[src/rtl/imem_loader.sv]
// Byte-stream program loader: assembles high/low byte pairs into 16-bit words, writes them to
// instruction memory from address 0, and holds the CPU until the image is complete.
// Optional feature: define IMEM_LOADER_CHECKSUM_EN to require a trailing checksum word.
module imem_loader #(
  parameter int ADDR_W = 10
) (
  input  logic              clock,
  input  logic              reset,
  input  logic              in_valid,
  input  logic [7:0]        in_byte,
  input  logic              in_last,
  output logic              in_ready,
  output logic              mem_we,
  output logic [ADDR_W-1:0] mem_addr,
  output logic [15:0]       mem_wdata,
  output logic              cpu_hold,
  output logic              load_done,
  output logic              error,
  output logic [ADDR_W:0]   word_count,
  output logic [2:0]        dbg_state_o
);

`ifdef IMEM_LOADER_CHECKSUM_EN
  typedef enum logic [2:0] {
    S_LOAD_HI = 3'd0, S_LOAD_LO = 3'd1, S_WRITE = 3'd2, S_RUN = 3'd3,
    S_FAULT = 3'd4, S_CSUM_HI = 3'd5, S_CSUM_LO = 3'd6
  } state_e;
`else
  typedef enum logic [2:0] {
    S_LOAD_HI = 3'd0, S_LOAD_LO = 3'd1, S_WRITE = 3'd2, S_RUN = 3'd3, S_FAULT = 3'd4
  } state_e;
`endif

  state_e              state_q;
  logic                in_ready_q;
  logic                mem_we_q;
  logic [ADDR_W-1:0]   addr_q;
  logic [15:0]         wdata_q;
  logic                hold_q;
  logic                done_q;
  logic                error_q;
  logic [ADDR_W:0]     count_q;
  logic                last_q;
  logic                accept;

  // Handshake: a byte transfers on a rising edge only when in_valid and in_ready are both 1;
  // in_ready is registered, so the source sees it a full cycle before the edge it applies to.
  assign accept = in_valid & in_ready_q;

`ifdef IMEM_LOADER_CHECKSUM_EN
  logic [15:0] sum_q;
  logic [7:0]  csum_hi_q;
  logic [15:0] csum_total;
  assign csum_total = sum_q + {csum_hi_q, in_byte};
`endif

  always_ff @(posedge clock or posedge reset) begin
    if (reset) begin
      state_q    <= S_LOAD_HI;
      in_ready_q <= 1'b1;
      mem_we_q   <= 1'b0;
      addr_q     <= '0;
      wdata_q    <= '0;
      hold_q     <= 1'b1;
      done_q     <= 1'b0;
      error_q    <= 1'b0;
      count_q    <= '0;
      last_q     <= 1'b0;
`ifdef IMEM_LOADER_CHECKSUM_EN
      sum_q      <= '0;
      csum_hi_q  <= '0;
`endif
    end else begin
      mem_we_q <= 1'b0;
      case (state_q)
        S_LOAD_HI: begin
          if (accept) begin
            if (in_last) begin
              // An odd byte count leaves a half word; it is dropped, never written.
              error_q    <= 1'b1;
              in_ready_q <= 1'b0;
              state_q    <= S_FAULT;
            end else begin
              wdata_q[15:8] <= in_byte;
              state_q       <= S_LOAD_LO;
            end
          end
        end
        S_LOAD_LO: begin
          if (accept) begin
            wdata_q[7:0] <= in_byte;
            last_q       <= in_last;
            in_ready_q   <= 1'b0;
            mem_we_q     <= 1'b1;
            state_q      <= S_WRITE;
          end
        end
        S_WRITE: begin
          count_q <= count_q + 1'b1;
          if (addr_q != '1) addr_q <= addr_q + 1'b1;
`ifdef IMEM_LOADER_CHECKSUM_EN
          sum_q <= sum_q + wdata_q;
`endif
          if (last_q) begin
`ifdef IMEM_LOADER_CHECKSUM_EN
            in_ready_q <= 1'b1;
            state_q    <= S_CSUM_HI;
`else
            hold_q  <= 1'b0;
            done_q  <= 1'b1;
            state_q <= S_RUN;
`endif
          end else if (addr_q == '1) begin
            error_q <= 1'b1;
            state_q <= S_FAULT;
          end else begin
            in_ready_q <= 1'b1;
            state_q    <= S_LOAD_HI;
          end
        end
`ifdef IMEM_LOADER_CHECKSUM_EN
        S_CSUM_HI: begin
          if (accept) begin
            csum_hi_q <= in_byte;
            state_q   <= S_CSUM_LO;
          end
        end
        S_CSUM_LO: begin
          if (accept) begin
            in_ready_q <= 1'b0;
            if (csum_total == 16'h0000) begin
              hold_q  <= 1'b0;
              done_q  <= 1'b1;
              state_q <= S_RUN;
            end else begin
              error_q <= 1'b1;
              state_q <= S_FAULT;
            end
          end
        end
`endif
        S_RUN, S_FAULT: begin
          in_ready_q <= 1'b0;
        end
        default: begin
          in_ready_q <= 1'b0;
          hold_q     <= 1'b1;
          done_q     <= 1'b0;
          error_q    <= 1'b1;
          state_q    <= S_FAULT;
        end
      endcase
    end
  end

  assign in_ready    = in_ready_q;
  assign mem_we      = mem_we_q;
  assign mem_addr    = addr_q;
  assign mem_wdata   = wdata_q;
  assign cpu_hold    = hold_q;
  assign load_done   = done_q;
  assign error       = error_q;
  assign word_count  = count_q;
  assign dbg_state_o = state_q;

endmodule

[config.mk]
export PLATFORM = sky130hd
export DESIGN_NAME = imem_loader
export DESIGN_NICKNAME = d
export VERILOG_FILES = /design/src/rtl/imem_loader.sv
export SDC_FILE = /design/constraint.sdc
export NUM_CORES = 1
export LEC_CHECK = 0
export ABC_AREA = 1
export CORE_MARGIN = 5
export CORE_UTILIZATION = 49
export CTS_CLUSTER_SIZE = 24
export DETAILED_ROUTE_END_ITERATION = 16
export HOLD_SLACK_MARGIN = 0.03
export PLACE_DENSITY = 0.84
export SYNTH_ARGS = -nofsm -noshare
export SYNTH_HDL_FRONTEND = slang
export SYNTH_SLANG_ARGS = --single-unit
[constraint.sdc]
create_clock -name clock -period 1.8 [get_ports clock]
set_clock_uncertainty 0.05 [all_clocks]
set_input_delay 0.36 -clock clock [delete_from_list [all_inputs] [get_ports clock]]
set_output_delay 0.36 -clock clock [all_outputs]
set_load 0.005 [all_outputs]
# Word-level counts from Yosys, hierarchy flattened

Index checks and enable logic that the tools add are counted.

Input port bits: 12
Register bits: 46
Output and inout bits: 45

Equal/unequal tests: 13
Add/subtract/negate cells: 2
Muxes and demuxes: 23
Reduce and logical (&&, ||, !) cells: 11
Bitwise logic cells: 5

Operators by type and width:

| kind                    | count |
|---|---|
| $mux W3                 | 5 |
| $ne A2 B2 Y1 const B    | 7 |
| $mux W1                 | 13 |
| $pmux W3 S4             | 1 |
| $add A11 B1 Y11 const B | 1 |
| $add A10 B1 Y10 const B | 1 |
| $eq A10 B10 Y1 const B  | 1 |
| $ne A10 B10 Y1 const B  | 1 |
| $reduce_and A5 Y1       | 2 |
| $eq A3 B2 Y1 const B    | 2 |
| $pmux W1 S3             | 2 |
| $reduce_and A2 Y1       | 3 |
| $reduce_and A3 Y1       | 2 |
| $not A1 Y1              | 4 |
| $pmux W1 S2             | 2 |
| $reduce_or A4 Y1        | 1 |
| $eq A3 B1 Y1 const B    | 1 |
| $eq A3 B3 Y1 const B    | 1 |
| $logic_not A3 Y1        | 1 |
| $reduce_or A3 Y1        | 1 |
| $reduce_or A2 Y1        | 1 |
| $and A1 B1 Y1           | 1 |

# Depth between registers and ports, before layout

Gate-level depths: netlist of the first run.

Depth in word-level cells: 4
Mapped depth: 9
Mapped depth without buffers: 8

# Least setup slack after synthesis of the first run

No wires, ideal clock.

Kind: reg-to-reg
Start point: reg addr_q[0], in the netlist mem_addr[0]
End point: reg state_q[2], in the netlist dbg_state_o[2]
Path buffers: 1
Arrival: 1.325 ns
Clock period less this slack: 1.441 ns
Slack: 0.359 ns
Data required time: 1.684 ns
Cell stages (with the launch flop): 9
Cell sequence: dfrtp_1 -> ha_1 -> inv_1 -> nor2_2 -> nand3_1 -> nand2_1 -> buf_6 -> nand3_2 -> nand2_1

Word-level cells in the longest chain between the ends: 4

Ends and longest elaborated chain:

| what                   | line | source |
|---|---|---|
| start, declared        | 37   | `logic [ADDR_W-1:0] addr_q;` |
| start signal, assigned | 100  | `if (addr_q != '1) addr_q <= addr_q + 1'b1;` |
| $eq A10 B10 Y1         | 113  | `end else if (addr_q == '1) begin` |
| $mux W3                | 113  |  |
| $mux W3                | 104  | `if (last_q) begin` |
| $pmux W3 S4            | 75   | `case (state_q)` |
| end signal, assigned   | 111  | `state_q <= S_RUN;` |
| end signal, assigned   | 115  | `state_q <= S_FAULT;` |
| end signal, assigned   | 118  | `state_q <= S_LOAD_HI;` |
| end, declared          | 34   | `state_e state_q;` |

No other way between the ends.
A chain may end at the register's enable or synchronous reset.

# Worst setup path in the final report of the first run

Start point: reg in_ready_q, in the netlist in_ready
End point: out in_ready

RTL lines:

| what                   | line | source |
|---|---|---|
| start, declared        | 35   | `logic in_ready_q;` |
| start signal, assigned | 60   | `in_ready_q <= 1'b1;` |
| start signal, assigned | 81   | `in_ready_q <= 1'b0;` |
| start signal, assigned | 93   | `in_ready_q <= 1'b0;` |
| end, declared          | 12   | `output logic in_ready,` |

No word-level cell between the ends.

==> results of run 1 <==
cell families after synthesis:
logic type	after synthesis	share of synthesized area
AND/OR/NAND/NOR	137	0.274
XOR/XNOR	11	0.0424
buffers and inverters	44	0.0848
AO/OA/AOI/OAI	29	0.0804
adder cells (fa/ha/maj)	2	0.0110
flip-flops	46	0.507
timing repair:
| action | 4_1_cts | 5_1_grt |
|---|---|---|
| hold buffers | 0 | 0 |
| setup buffers | 0 | 1 |
| resized for setup | 1 | 3 |
| endpoints found under the setup margin | 1 | 4 |
state kept, by name (all words and copies together) (netlist names):
signal / cells
mem_wdata: 16
word_count: 11
mem_addr: 10
dbg_state_o: 3
cpu_hold: 1
error: 1
in_ready: 1
last_q: 1
load_done: 1
mem_we: 1
metal layers:
layer / part of all wire / up-vias / GRT usage
li1: - / 972 / -
met1: 0.45 / 891 / 0.213
met2: 0.46 / 67 / 0.275
met3: 0.087 / 5 / 0.0675
met4: 0.0097 / 0 / 0.0405
met5: 0 / - / 0
stage by stage:
step	hold WS (ns)	utilization	power (W)	worst slack, ns	cells
detailed placement	0.416	0.659	0.00111	0.0536	378
finish	0.339	0.682	0.00173	0.0461	387
global placement	0.403	0.659	0.00111	0.103	378
CTS	0.351	0.679	0.00175	0.000805	386
global route	0.366	0.682	0.00180	0.00218	387
floorplan	0.405	-	0.00108	0.306	269
cells in the final DEF (no fill, tap or decap), drive strengths merged:
cell,Yosys,final
o22ai,1,1
clkdlybuf4s50,0,55
nand2,92,92
clkbuf,0,5
ha,2,2
buf,5,7
nand3,13,13
o211ai,1,1
nor3,2,2
nand4,11,11
o21ai,26,26
dfrtp,44,44
inv,39,39
xnor2,8,8
nor2,19,19
xor2,3,3
a21oi,1,1
dfstp,2,2
dlymetal6s2s,0,1
clkinv,0,3
tightest hold or removal path, delay by kind of cell:
family,cells,cell delay [ns]
buffers and inverters,3,0.71
worst max path at each step:
stage,end
6_report,in_ready
5_1_grt,in_ready
4_1_cts,dbg_state_o[1]
3_5_place_dp,mem_wdata[5]$_DFFE_PP0P_
3_3_place_gp,mem_wdata[5]$_DFFE_PP0P_
2_1_floorplan,dbg_state_o[0]$_DFFE_PP0P_
area by class of cell:
cell class	instances	area (um2)
clock inverter	3	18.8
timing repair buffer	63	628
inverter	39	146
clock buffer	5	68.8
sequential	46	1160
fill	371	1400
multi-input combinational	179	927
tap	52	65.1
where the power goes:
| group | internal (W) | leakage [nW] | switching, W |
|---|---|---|---|
| Sequential | 0.00103 | 0.620 | 0 |
| Combinational | 0.0000267 | 0.777 | 0.0000313 |
| Clock | 0.000274 | 0.0483 | 0.000364 |
==> results by group, run 1 <==
Run status
  – Outcome: completed

Synth
  – Top cells by count, synth: nand2_1 (89), dfrtp_1 (44), inv_1 (36), nor2_1 (15), o21ai_0 (13)
  – Seq cells post-synth: 46
  – Netlist cell types: 27
  – Synth warn: 0
  – Ys flop type: dfrtp_1
  – Synth Area per Inst: approximately 8.5 um2
  – Register area share after synthesis: 0.507
  – Synthesized area: between 2000 and 2500 um2
  – Net Count, Synth: between 200 and 300
  – Most common cell in the netlist: nand2_1
  – Area contributors post-synth: dfrtp_1 (48%), nand2_1 (15%), inv_1 (5.9%), o21ai_2 (3.5%), xnor2_1 (3.1%)
  – Async S/R FF share, synth: 1.00
  – Share of the synthesized area in the top cell type: 0.484
  – Syn Inst Count: about 270
  – Cell taking the most area after synthesis: dfrtp_1
  – Post-synth EDFFs: 0

Die
  – Starting Density: 0.515
  – Cell Rows: 24
  – Die width: 78.1 um
  – Ports: 57
  – Die Ht: between 70 and 80 um
  – Die area: roughly 6100 um2
  – Core area: between 4000 and 5000 um2

Routing
  – Drt pass-1 iters: 4
  – DRT Wirelength: about 4.9 mm
  – Detail-routed net length per standard cell: 12.6 um
  – Final ANT Viol Nets: 0
  – Vias/cell: about 5.0
  – DRC: 0
  – DR vias: 1935
  – 1st-iter DRT viols: 94

Setup path
  – Worst reg-to-reg path cell count: 8
  – Crit-path max cell delay: around 0.55 ns
  – WP depth: 1
  – CP delay by family, top: flip-flops
  – Critical path arrival: roughly 1.3 ns
  – CP required: 1.39 ns
  – Reg2reg end: error$_DFFE_PP0P_
  – Worst path slowest cell: dfstp_2
  – CP startpoint kind: register
  – Worst Path Buf+Inv: 1
  – R2R Setup Slk: 0.20 ns
  – Worst setup path class: reg2out
  – CP Capture Type: output port
  – Worst R2R Start: mem_addr[1]$_DFFE_PP0P_
  – Crit path from: in_ready$_DFFE_PP1P_
  – CP max FO: 2
  – Crit-path cells: clkdlybuf4s50_1

Clock network
  – CTS H-tree lvls: 2
  – CTS buffer count: 5
  – Clock Tree Buf Depth: 2
  – Clk slew on worst S/H paths: approximately 0.090 ns
  – Clock sinks: 46
  – Clk root buf: clkbuf_8
  – Insertion delay to the later sink of the worst-skew pair: 0.30 ns
  – TritonCTS clock tree: done

STA
  – Final Hold Viols: 0
  – Final setup vio count: 0
  – FMAX: between 500 and 600 MHz
  – Setup tns final: 0 ns
  – RSZ-0062 raised after global routing: false
  – Tcrit/Tclk final: 0.974
  – Period minus WS final: between 1.5 and 2 ns
  – Worst slew pin tran: ~0.42 ns
  – Worst rel slew slack: 0.718
  – Final slew viol count: 0

Global routing
  – Initial antenna violation count: 0
  – First-pass GRT wire length: ~8.4 mm
  – Largest net degree at the start of global routing: 47
  – Grt total ovfl: 0
  – Gr usage total: 0.170
  – Number of global-route vias before repair: approximately 1900

Job
  – Maxcap violations: 0

Power and ir drop
  – Pwr per Cell Area: approximately 570 nW/um2
  – VDD IR max: approximately 430 uV
  – Lkg Pwr: between 1 and 1.5 nW

Placement
  – Port Buf Inserts: 56
  – Routability cong.: a little over 0.8
  – Area after DPL: around 2900 um2
  – DP HPWL: between 3 and 4 mm

Worst hold path
  – Hold Path Class: in2async

Finish
  – Count of nets after finishing: about 350
  – ANT cells: 0
  – Share of cells above drive strength 1: 0.128
  – Post-route cell area: between 3000 and 4000 um2
  – Area growth from synthesis to layout: 32.5%
(Power assumes the default switching activity.)
==> run 2: changes to the inputs <==
--- a/config.mk
+++ b/config.mk
@@ -6,12 +6,12 @@
 export NUM_CORES = 1
 export LEC_CHECK = 0
 export ABC_AREA = 1
-export CORE_MARGIN = 5
-export CORE_UTILIZATION = 49
+export CORE_MARGIN = 2
+export CORE_UTILIZATION = 44
 export CTS_CLUSTER_SIZE = 24
 export DETAILED_ROUTE_END_ITERATION = 16
 export HOLD_SLACK_MARGIN = 0.03
-export PLACE_DENSITY = 0.84
+export PLACE_DENSITY = 0.8
 export SYNTH_ARGS = -nofsm -noshare
 export SYNTH_HDL_FRONTEND = slang
 export SYNTH_SLANG_ARGS = --single-unit
==> constraint.sdc (replaced) <==
create_clock -name clock -period 1.6 [get_ports clock]
set_clock_uncertainty 0.05 [all_clocks]
set_input_delay 0.32 -clock clock [delete_from_list [all_inputs] [get_ports clock]]
set_output_delay 0.32 -clock clock [all_outputs]
set_load 0.005 [all_outputs]
==> results by group, run 2 (synthesis gave the netlist of run 1 again) <==
Run status
  – Outcome: completed

Setup path
  – Worst path slowest cell: clkdlybuf4s50_1
  – CP startpoint kind: register
  – Crit-path cells: clkdlybuf4s50_1
  – Worst Path Buf+Inv: 1 (unchanged)
  – Crit-path max cell delay: 0.52 ns (-0.03 ns)
  – CP Capture Type: output port
  – Critical path arrival: 1.19 ns (-0.15 ns)
  – CP max FO: 2 (unchanged)
  – Worst setup path class: reg2out
  – CP delay by family, top: buffers and inverters
  – CP required: 1.23 ns (-0.16 ns)

Placement
  – Post-place setup slack: 0.00936 ns (-0.0442 ns)
  – Area after DPL: 2980 um2 (+2.2%)
  – DP HPWL: 3.40 mm (-4.6%)
  – Routability cong.: 0.825 (+0.16%)
  – Placed Cells: 400 (+5.8%)
  – Port Buf Inserts: 56 (unchanged)

Finish
  – Max FFs per register: 16 (unchanged)
  – Most common cell after layout, fill and taps aside: nand2_1
  – ANT cells: 0 (unchanged)
  – Non-filler instance count after layout: 430 (+11%)
  – Share of cells above drive strength 1: 0.214 (+0.0855)
  – Area growth from synthesis to layout: 43.5%
  – Count of nets after finishing: 373 (+7.2%)
  – Post-route cell area: 3260 um2 (+8.4%)
  – Most frequent cells in the layout: nand2_1 (87), clkdlybuf4s50_1 (47), dfrtp_1 (36)

Die
  – Ports: 57 (unchanged)
  – Die width: 75.9 um (-2.9%)
  – Die area: 5760 um2 (-5.6%)
  – Starting Density: 0.451 (-0.0642)
  – Die Ht: 75.9 um (-2.9%)
  – Cell Rows: 26 (+8.3%)
  – Core area: 5040 um2 (+14%)

STA
  – Tcrit/Tclk final: 0.974
  – Final setup margin: 0.0411 ns (-0.00503 ns)
  – Period minus WS final: about 1.6 ns
  – Final hold slack: 0.308 ns (-0.0311 ns)
  – RSZ-0062 raised after global routing: false
  – Final Hold Viols: 0 (unchanged)
  – Final setup vio count: 0 (unchanged)
  – Final slew viol count: 0 (unchanged)
  – FMAX: ~640 MHz
  – Setup tns final: 0 ns (unchanged)
  – Worst rel slew slack: 0.830 (+0.112)
  – Worst slew pin tran: 0.254 ns (-0.168 ns)

Global routing
  – Initial antenna violation count: 0 (unchanged)
  – Number of global-route vias before repair: 1923 (+0.63%)
  – First-pass GRT wire length: 8.46 mm (+0.49%)
  – Gr usage total: 0.193 (+0.0227)
  – Largest net degree at the start of global routing: 47 (unchanged)
  – Grt total ovfl: 0 (unchanged)

Clock network
  – Insertion delay to the later sink of the worst-skew pair: 0.30 ns (about the same)
  – Clock sinks: 46 (unchanged)
  – Clock Tree Buf Depth: 2 (unchanged)
  – Clk slew on worst S/H paths: 0.09 ns (about the same)
  – Post-CTS Hold Fix Bufs: 0 (unchanged)
  – TritonCTS clock tree: done
  – CTS H-tree lvls: 2 (unchanged)
  – CTS buffer count: 5 (unchanged)
  – Clk root buf: clkbuf_8

Job
  – Maxcap violations: 0 (unchanged)

Power and ir drop
  – Pwr per Cell Area: 594 nW/um2 (+3.5%)
  – Lkg Pwr: 1.65 nW (+14%)
  – VDD IR max: 555 uV (+30%)

Routing
  – DR vias: 2026 (+4.7%)
  – DRC: 0 (unchanged)
  – 1st-iter DRT viols: 104 (+11%)
  – Detail-routed net length per standard cell: 11.8 um (-6.4%)
  – Final ANT Viol Nets: 0 (unchanged)
  – Drt pass-1 iters: 4 (unchanged)
  – DRT Wirelength: 5.06 mm (+4.0%)
  – Vias/cell: 4.71 (-5.8%)

Worst hold path
  – Hold Path Class: in2async
## run 2: final cells by class
cell class                      count  area, um2
Clock buffer                        6       72.6
Clock inverter                      2       13.8
Fill cell                         433       1780
Inverter                           39        146
Multi-Input combinational cell    179        950
Sequential cell                    46       1160
Tap cell                           70       87.6
Timing Repair Buffer               88        830
## run 2: through the flow
stage | utilization | total power (W)
2_1_floorplan | - | 0.00121
3_3_place_gp | 0.590 | 0.00125
3_5_place_dp | 0.590 | 0.00125
4_1_cts | 0.639 | 0.00196
5_1_grt | 0.647 | 0.00201
6_report | 0.647 | 0.00194
## run 2: report_power, final
group          leakage [nW]  internal, W  total (W)  switching (W)
registers             0.612      0.00116    0.00116              0
logic                 0.991    0.0000302  0.0000652      0.0000350
clock network        0.0452     0.000309   0.000712       0.000404
## run 2: per-layer routing
metal	GRT usage	routed length (um)	vias to the layer above
li1	-	-	1022
met1	0.244	2260	946
met2	0.320	2430	51
met3	0.0556	325	7
met4	0.0565	50	0
met5	0	0	-
## run 2: what timing repair did
action	CTS	global route
hold endpoints to repair	0	0
pin swaps	0	3
setup buffers	20	2
resized for setup	14	10
endpoints found under the setup margin	22	23
## run 2: path summary, 6_finish.rpt
kind | from | endpoint | slack [ns] | depth (start not counted)
worst max-delay path | mem_addr[9]$_DFFE_PP0P_ | mem_addr[9] | 0.04 | 1
worst max register to register | mem_addr[1]$_DFFE_PP0P_ | dbg_state_o[2]$_DFFE_PP0P_ | 0.11 | 9
worst min register to register | error$_DFFE_PP0P_ | error$_DFFE_PP0P_ | 0.42 | 2
max in group asynchronous | reset | in_ready$_DFFE_PP1P_ | 0.91 | 3
worst min-delay path | reset | error$_DFFE_PP0P_ | 0.31 | 3
min in group clock | error$_DFFE_PP0P_ | error$_DFFE_PP0P_ | 0.42 | 2
==> run 3: changes to the inputs <==
==> config.mk (replaced) <==
export PLATFORM = sky130hd
export DESIGN_NAME = imem_loader
export DESIGN_NICKNAME = d
export VERILOG_FILES = /design/src/rtl/imem_loader.sv
export SDC_FILE = /design/constraint.sdc
export NUM_CORES = 1
export LEC_CHECK = 0
export CORE_MARGIN = 2
export CORE_UTILIZATION = 43
export CTS_CLUSTER_SIZE = 24
export DETAILED_ROUTE_END_ITERATION = 16
export HOLD_SLACK_MARGIN = 0.03
export PLACE_DENSITY = 0.79
export SYNTH_ARGS = -nofsm -noshare
export SYNTH_HDL_FRONTEND = slang
export SYNTH_SLANG_ARGS = --single-unit
==> results by group, run 3 <==
Run status
  – Outcome: completed

Die
  – Die Ht: 74.1 um (-2.3%)
  – Ports: 57 (unchanged)
  – Die area: 5490 um2 (-4.6%)
  – Core area: 4720 um2 (-6.3%)
  – Die width: 74.1 um (-2.3%)
  – Cell Rows: 25 (-3.8%)
  – Starting Density: 0.447 (-0.00345)

Finish
  – Most common cell after layout, fill and taps aside: clkdlybuf4s50_1
  – Share of cells above drive strength 1: 0.327 (+0.113)
  – Max FFs per register: 16 (unchanged)
  – Area growth from synthesis to layout: 52.1%
  – ANT cells: 0 (unchanged)
  – Fill count: 362 (-16%)
  – Most frequent cells in the layout: clkdlybuf4s50_1 (49), dfrtp_1 (41), buf_4 (37)
  – Count of nets after finishing: 285 (-24%)

Setup path
  – CP Capture Type: output port
  – CP delay by family, top: buffers and inverters
  – Worst path slowest cell: clkdlybuf4s50_1
  – R2R Setup Slk: 0.03 ns (-0.08 ns)
  – Worst setup path class: reg2out
  – Worst reg-to-reg path cell count: 5 (-4)
  – CP startpoint kind: register
  – Crit-path max cell delay: 0.53 ns (about the same)
  – CP required: 1.23 ns (about the same)
  – Reg2reg end: mem_wdata[10]$_DFFE_PP0P_
  – Crit-path cells: clkdlybuf4s50_1
  – Worst Path Buf+Inv: 1 (unchanged)
  – CP max FO: 2 (unchanged)
  – Worst R2R Start: dbg_state_o[2]$_DFFE_PP0P_
  – Critical path arrival: 1.21 ns (+0.02 ns)

Routing
  – DRT Wirelength: 4.56 mm (-9.9%)
  – Detail-routed net length per standard cell: 13.4 um (+14%)
  – Drt pass-1 iters: 4 (unchanged)
  – DRC: 0 (unchanged)
  – Final ANT Viol Nets: 0 (unchanged)
  – 1st-iter DRT viols: 88 (-15%)
  – Vias/cell: 5.00 (+6.1%)
  – DR vias: 1694 (-16%)

Power and ir drop
  – Clock Power Share: 0.365 (-0.002)
  – Comb power frac: 0.033 (about the same)
  – Flop pwr share: 0.602 (+0.003)
  – Pwr per Cell Area: 600 nW/um2 (+1.0%)
  – Switching power: 0.000428 W (-2.3%)
  – Lkg Pwr: 1.54 nW (-6.8%)
  – Internal: 0.00150 W (about the same)
  – VDD IR max: 527 uV (-4.9%)
  – Switch share: 0.222 (-0.00415)
  – Final Power: 0.00193 W (-0.49%)

STA
  – Worst slew pin tran: 0.390 ns (+0.137 ns)
  – Setup tns final: 0 ns (unchanged)
  – FMAX: 631 MHz (-1.6%)
  – Tcrit/Tclk final: 0.990 (+0.0161)
  – Worst rel slew slack: 0.737 (-0.0936)
  – Period minus WS final: 1.58 ns (+0.0258 ns)
  – Final hold slack: 0.317 ns (+0.00910 ns)
  – Final setup vio count: 0 (unchanged)
  – Final Hold Viols: 0 (unchanged)
  – Final slew viol count: 0 (unchanged)
  – RSZ-0062 raised after global routing: true

Synth
  – Ys flop type: dfrtp_1
  – Post-Synth XOR/XNOR Area: 0.0497 (+0.00736)
  – Net Count, Synth: 185 (-35%)
  – Synth warn: 0 (unchanged)
  – Post-Synth Simple-Gate Area: 0.146 (-0.128)
  – Cell taking the most area after synthesis: dfrtp_1
  – Post-synth EDFFs: 0 (unchanged)
  – Post-Synth Adder-Cell Area: 0.0118 (+0.000834)
  – Share of the synthesized area in the top cell type: 0.521 (+0.0367)
  – Top cells by count, synth: dfrtp_1 (44), mux2_2 (18), nand2_1 (9), inv_1 (8), nand4_1 (7)
  – Async S/R FF share, synth: 1.00 (unchanged)
  – Netlist cell types: 45 (+67%)
  – Proportion of synthesized area in mux cells: 0.119 (+0.119)
  – Main combinational cell family by area after synthesis: simple AND/OR/NAND/NOR gates
  – Register area share after synthesis: 0.546 (+0.0385)
  – Seq cells post-synth: 46 (unchanged)
  – Synth Area in Compound Gates: 0.0965 (+0.0162)
  – Synthesized area: 2110 um2 (-7.0%)
  – Synth Area per Inst: 12.4 um2 (+46%)
  – Syn Inst Count: 171 (-36%)
  – Area contributors post-synth: dfrtp_1 (52%), mux2_2 (9.6%), dfstp_2 (2.5%), xnor2_1 (2.5%), xor2_1 (2.5%)
  – Most common cell in the netlist: dfrtp_1

Clock network
  – CTS buffer count: 5 (unchanged)
  – Insertion delay to the later sink of the worst-skew pair: 0.29 ns (about the same)
  – CTS H-tree lvls: 2 (unchanged)
  – Clock Tree Buf Depth: 2 (unchanged)
  – Clock sinks: 46 (unchanged)
  – TritonCTS clock tree: done
  – Clk root buf: clkbuf_8
  – Clk slew on worst S/H paths: 0.09 ns (about the same)

Placement
  – Routability cong.: 0.797 (-3.3%)
  – Port Buf Inserts: 56 (unchanged)
  – DP HPWL: 3.07 mm (-9.7%)

Worst hold path
  – Hold Path Class: in2async

Global routing
  – Grt total ovfl: 0 (unchanged)
  – First-pass GRT wire length: 7.68 mm (-9.2%)
  – Gr usage total: 0.181 (-0.0114)
  – Largest net degree at the start of global routing: 47 (unchanged)
  – Number of global-route vias before repair: 1712 (-11%)
  – Initial antenna violation count: 0 (unchanged)

Job
  – Maxcap violations: 0 (unchanged)
==> run 3: per-layer routing <==
| metal | track usage | vias to the layer above | wire length [um] |
|---|---|---|---|
| li1 | - | 821 | - |
| met1 | 0.233 | 822 | 2060 |
| met2 | 0.310 | 44 | 2270 |
| met3 | 0.0325 | 7 | 158 |
| met4 | 0.0606 | 0 | 73 |
| met5 | 0 | - | 0 |
==> run 3: worst max path at each step <==
stage                                      endpoint  depth (start not counted)                        from
after floorplan             mem_addr[1]$_DFFE_PP0P_                          4  dbg_state_o[0]$_DFFE_PP0P_
after global placement     mem_wdata[7]$_DFFE_PP0P_                          4                    in_valid
after detailed placement  mem_wdata[10]$_DFFE_PP0P_                          5                    in_valid
after CTS                   mem_addr[1]$_DFFE_PP0P_                          5     mem_addr[0]$_DFFE_PP0P_
after global routing      mem_wdata[12]$_DFFE_PP0P_                          5  dbg_state_o[2]$_DFFE_PP0P_
final                                dbg_state_o[2]                          1  dbg_state_o[2]$_DFFE_PP0P_
==> run 3: kinds of logic after synthesis <==
kind of cell / Yosys count
adder cells (fa/ha/maj): 2
AND/OR/NAND/NOR: 49
AO/OA/AOI/OAI: 27
multiplexers: 22
flip-flops: 46
XOR/XNOR: 12
buffers and inverters: 13
==> run 3: power groups by stage <==
stage / logic (W) / clock network (W) / registers, W
finish: 0.0000633 / 0.000705 / 0.00116
global placement: 0.0000649 / 0 / 0.00118
CTS: 0.0000656 / 0.000731 / 0.00116
global route: 0.0000721 / 0.000765 / 0.00116
floorplan: 0.0000175 / 0 / 0.00118
detailed placement: 0.0000657 / 0 / 0.00118
==> run 3: repair_timing <==
action | in CTS | in global routing
gates resized for setup | 10 | 11
setup buffers | 21 | 6
setup endpoints to repair | 21 | 27
hold buffers | 0 | 0
pin swaps | 1 | 2
==> run 3: through the flow <==
stage	setup WS [ns]	instance area [um2]	instances	util
final	0.0153	3210	339	0.681
after global routing	-0.0194	3210	339	0.681
after CTS	0.00197	3130	335	0.664
after detailed placement	-0.181	2890	306	0.611
after global placement	-0.158	2890	306	0.611
after floorplan	0.0671	2110	171	-
==> run 3: cell type report <==
class                   count  area [um2]  share of cell area
flip-flops and latches     46        1160               0.360
multi-input cells         112         935               0.291
repair buffers             98         918               0.286
well taps                  67        83.8              0.0261
clock buffers               5        68.8              0.0214
inverters                   8        30.0             0.00934
clock inverters             3        21.3             0.00662
==> run 3: worst register-to-register path: stages, from the launching register on <==
cell and delay (ns):
dfrtp_2 0.43, buf_6 0.13, and4bb_2 0.35, nand2_2 0.08
buf_12 0.14, mux2_2 0.27
